**config.mk**
```make
export PLATFORM = sky130hd
export DESIGN_NAME = mux16_arbiter
export DESIGN_NICKNAME = d
export VERILOG_FILES = /design/src/rtl/mux16_arbiter.sv
export SDC_FILE = /design/constraint.sdc
export NUM_CORES = 1
export LEC_CHECK = 0
export BUFFER_PORTS_ARGS = -buffer_cell sky130_fd_sc_hd__buf_2
export CAP_MARGIN = 5
export CORE_ASPECT_RATIO = 1.4
export CORE_UTILIZATION = 55
export DETAILED_ROUTE_END_ITERATION = 8
export PLACE_DENSITY_LB_ADDON = 0.3
export REMOVE_ABC_BUFFERS = 1
export SYNTH_ARGS = -nofsm -noshare
export SYNTH_HDL_FRONTEND = slang
export SYNTH_SLANG_ARGS = --single-unit
```
**constraint.sdc**
```tcl
create_clock -name clk -period 11.2 [get_ports clk]
set_input_delay 0.56 -clock clk [delete_from_list [all_inputs] [get_ports clk]]
set_output_delay 0.56 -clock clk [all_outputs]
set_load 0.05 [all_outputs]
```
**src/rtl/mux16_arbiter.sv**
```systemverilog
// Round-robin arbiter and select sequencer in front of the shared mux16.
// Define ARB_TIMEOUT_EN to force a release after MAX_HOLD grant cycles.
module mux16_arbiter #(
    parameter int R = 16,
    parameter int J = 3
`ifdef ARB_TIMEOUT_EN
    ,
    parameter int MAX_HOLD = 15
`endif
) (
    input  logic         clk,
    input  logic         rst,
    input  logic [R-1:0] req,
    input  logic [R-1:0] done,
    output logic [R-1:0] gnt,
    output logic [J:0]   opc,
    output logic         valid,
    output logic         busy,
    output logic         timeout
);

    localparam int W = J + 1;

    typedef enum logic {
        IDLE  = 1'b0,
        GRANT = 1'b1
    } state_e;

    state_e         state_q, state_d;
    logic [W-1:0]   ptr_q, ptr_d;
    logic [W-1:0]   opc_q, opc_d;
    logic [R-1:0]   gnt_q, gnt_d;
    logic           timeout_q, timeout_d;
    logic [W-1:0]   win;
    logic [W-1:0]   idx;
    logic           win_ok;
    logic           rel;
    logic           force_rel;

    // First requester at or after ptr, wrapping through 15 back to 0
    always_comb begin
        win    = ptr_q;
        win_ok = 1'b0;
        idx    = ptr_q;
        for (int k = 0; k < R; k++) begin
            idx = ptr_q + W'(k);
            if (!win_ok && req[idx]) begin
                win    = idx;
                win_ok = 1'b1;
            end
        end
    end

    assign rel = done[opc_q] | ~req[opc_q];

`ifdef ARB_TIMEOUT_EN
    logic [W-1:0] hold_q, hold_d;

    assign force_rel = (hold_q == W'(MAX_HOLD - 1));

    always_comb begin
        hold_d = hold_q;
        unique case (state_q)
            IDLE:    if (win_ok) hold_d = '0;
            GRANT:   if (!rel) hold_d = hold_q + W'(1);
            default: hold_d = hold_q;
        endcase
    end

    always_ff @(posedge clk) begin
        if (!rst) begin
            hold_q <= '0;
        end else begin
            hold_q <= hold_d;
        end
    end
`else
    assign force_rel = 1'b0;
`endif

    always_comb begin
        state_d   = state_q;
        ptr_d     = ptr_q;
        opc_d     = opc_q;
        gnt_d     = gnt_q;
        timeout_d = 1'b0;
        unique case (state_q)
            IDLE: begin
                gnt_d = '0;
                if (win_ok) begin
                    state_d = GRANT;
                    opc_d   = win;
                    gnt_d   = R'(1) << win;
                end
            end
            GRANT: begin
                // A normal release wins over a forced one
                if (rel || force_rel) begin
                    state_d   = IDLE;
                    gnt_d     = '0;
                    ptr_d     = opc_q + W'(1);
                    timeout_d = !rel;
                end
            end
            default: state_d = IDLE;
        endcase
    end

    always_ff @(posedge clk) begin
        if (!rst) begin
            state_q   <= IDLE;
            ptr_q     <= '0;
            opc_q     <= '0;
            gnt_q     <= '0;
            timeout_q <= 1'b0;
        end else begin
            state_q   <= state_d;
            ptr_q     <= ptr_d;
            opc_q     <= opc_d;
            gnt_q     <= gnt_d;
            timeout_q <= timeout_d;
        end
    end

    assign gnt     = gnt_q;
    assign opc     = opc_q;
    assign valid   = (state_q == GRANT);
    assign busy    = (state_q == GRANT);
    assign timeout = timeout_q;

endmodule

```
==> flow_summary.ini <==
[cells_and_area]
fin_cells = 529
num_antenna_cells = 0
drive_gt1_frac = 0.274
nNetsFinal = 501
syn_to_final_growth_pct = 9.37
n_fill_cell = 535

[clock_network]
clkTransAtPathRegs_ns = 0.09
cts_root_buf = clkbuf_8
cts_tree = done
cts_buffers = 3
htreeDepth = 1
cts_hold_buf = 0
cts_buffer_depth = 2
cts_resized = 0
cts_sinks = 26
postCtsSetupBuffers = 0
clk_latency_ns = 0.27

[pwr]
power.leakage_uw = 0.00153
p_per_area_nw_per_um2 = 344
ir_worst_vdd_mv = 0.201

[synthesis]
synth_top_area_share = 0.209
yosys_warnings = 0
synth_ff_type = dfxtp_1
yosysUniqueCellTypes = 70
seq_area_frac_synth = 0.142
synth-seq-cells = 26
synthArstFlopShare = 0
yosysMostFrequentCell = nand2_1
synth.cells.most_frequent = nand2_1 (49), mux4_2 (34), a21oi_1 (29)
synth_edf_count = 0
synth.avg_cell_area_um2 = 8.77
synth_top_cell_by_area = mux4_2
synthCells = 417
synthTopCellsByArea = mux4_2 (21%), dfxtp_1 (14%), mux2i_1 (6.3%), nand2_1 (5.0%), a21oi_1 (4.0%)
syn_area_um2 = 3660

[routing]
routed_wl_um = 10700
vias = 3691
routed_via_density = 6.98
drc = 0
firstDrtPassIters = 7
top_layer = met4
drtAntennaViolNets = 0
wl_per_cell_um = 20.3
met3_length_um = 702
wirelength_met1_um = 4200
met2WireLength_um = 5160
drt_iter0_drc = 340

[worst_setup_path]
cp.arrival_ns = 5.48
critPathBufInv = 2
path_class = flip-flop to flip-flop
cp.required_ns = 11.42
crit_fanout = 34
crit_top_cell = mux4_2
endpoint_kind = flip-flop
ff2ff_setup_slack_ns = 5.95
cp_slowest_cell = ha_1
worstSetupStartpointType = flip-flop
crit_chain = buf_4 > inv_1 > ha_1 > mux4_2 > mux4_2 > nor3_1 > nand3_2 > or2_1 > or3_4 > a2111oi_4 > a22o_1
critPathMaxStageDelay_ns = 0.79
path_delay_family = simple AND/OR/NAND/NOR gates

[timing]
tns_ns = 0
fmax_mhz = 190
worstMarginPinSlew_ns = 0.928
final_max_slew_viol_count = 0
final_hold_viol_count = 0
finalSetupViolCount = 0
period_minus_slack_ns = 5.25
relSlewSlack = 0.379
skew_ns = 0.00357
period_share = 0.469
rsz0062_at_grt = no

[floorplanning]
start_util = 0.577
placementRows = 34
ios = 57
fp.dieH_um = 98.5
core_area_um2 = 6340
die_area_um2 = 6990
die_w_um = 70.9

[grt]
grt_max_degree = 35
grt_pass1_vias = 3446
antenna_found_initial = 0
grt_use_total = 0.313
grt_pass1_wl_um = 17300
overflow = 0

[placement]
port-buffer-count = 56
dp.cells = 525
gp_congestion = 1.03
dp_hpwl_um = 8230

[outcome]
outcome = finished clean

[hold_path]
hp-class = flip-flop to flip-flop

[job]
drv_cap = 0
cell families after synthesis:
kind of cell	synth area share
and+or+nand+nor	0.175
other	0.00103
buffers and inverters	0.0547
muxes	0.330
xor gates and xnor gates	0.0356
AOI/OAI and AO/OA	0.231
DFF	0.142
adders and majority gates	0.0308
where the power goes:
part	total, uW	leakage [uW]	switching [uW]	internal [uW]
Combinational	1150	0.00128	712	434
Clock	77.7	0.0000357	29.8	47.9
Sequential	151	0.000212	36.6	115
metrics by stage:
step	setup WS, ns	hold WS [ns]	power, uW	utilization	cell area (um^2)
CTS	6.00	0.458	1350	0.631	4000
global route	5.62	0.481	1450	0.631	4000
floorplan	5.90	0.675	1010	-	3540
global placement	6.08	0.431	1260	0.620	3930
detailed placement	6.00	0.437	1270	0.620	3930
finish	5.95	0.451	1380	0.631	4000
state kept, by name (all words and copies together), names as in the netlist:
signal	cells
ptr_q	4
busy	1
opc	4
gnt	16
timeout	1
final timing paths:
kind | from | end | depth (start not counted)
worst max-delay path | ptr_q[1] | gnt[6] | 11
worst min-delay path | gnt[8] | gnt[8] | 2
worst max register to register | ptr_q[1] | gnt[6] | 11
worst min register to register | gnt[8] | gnt[8] | 2
tightest hold or removal path, delay by kind of cell (launching register included):
kind,cells,cell delay [ns]
AO/OA/AOI/OAI,1,0.05
flip-flops,1,0.33
AND/OR/NAND/NOR,1,0.04
layout by cell type (no fill, tap or decap), types with 3 or more instances in the layout:
cell,n
mux2i_2,3
o32ai_1,6
mux2i_1,23
clkbuf_8,3
buf_4,3
inv_1,18
a22o_1,11
nor3_1,8
o22ai_1,8
nand2b_1,6
mux2_1,4
xnor2_1,9
mux4_2,34
mux2_2,11
buf_2,56
a21oi_1,29
xor2_1,4
o21ai_0,23
o211ai_1,6
ha_1,9
dfxtp_1,26
a31oi_1,4
nand2_1,49
nor2_1,23
a211oi_1,9
nor2b_1,6
nand3_1,13
area by class of cell:
cell class | count | area (um^2) | share of cell area
Inverter | 21 | 78.8 | 0.0197
Tap cell | 72 | 90.1 | 0.0225
Timing Repair Buffer | 59 | 303 | 0.0757
Clock inverter | 1 | 30.0 | 0.00750
Clock buffer | 3 | 41.3 | 0.0103
Multi-Input combinational cell | 347 | 2940 | 0.734
Sequential cell | 26 | 520 | 0.130
layer usage:
| metal | vias to the layer above | global-route usage |
|---|---|---|
| li1 | 1689 | - |
| met5 | - | 0 |
| met2 | 232 | 0.533 |
| met4 | 0 | 0.198 |
| met1 | 1715 | 0.382 |
| met3 | 55 | 0.0204 |
Note: power is estimated with default switching activity, not from simulation.
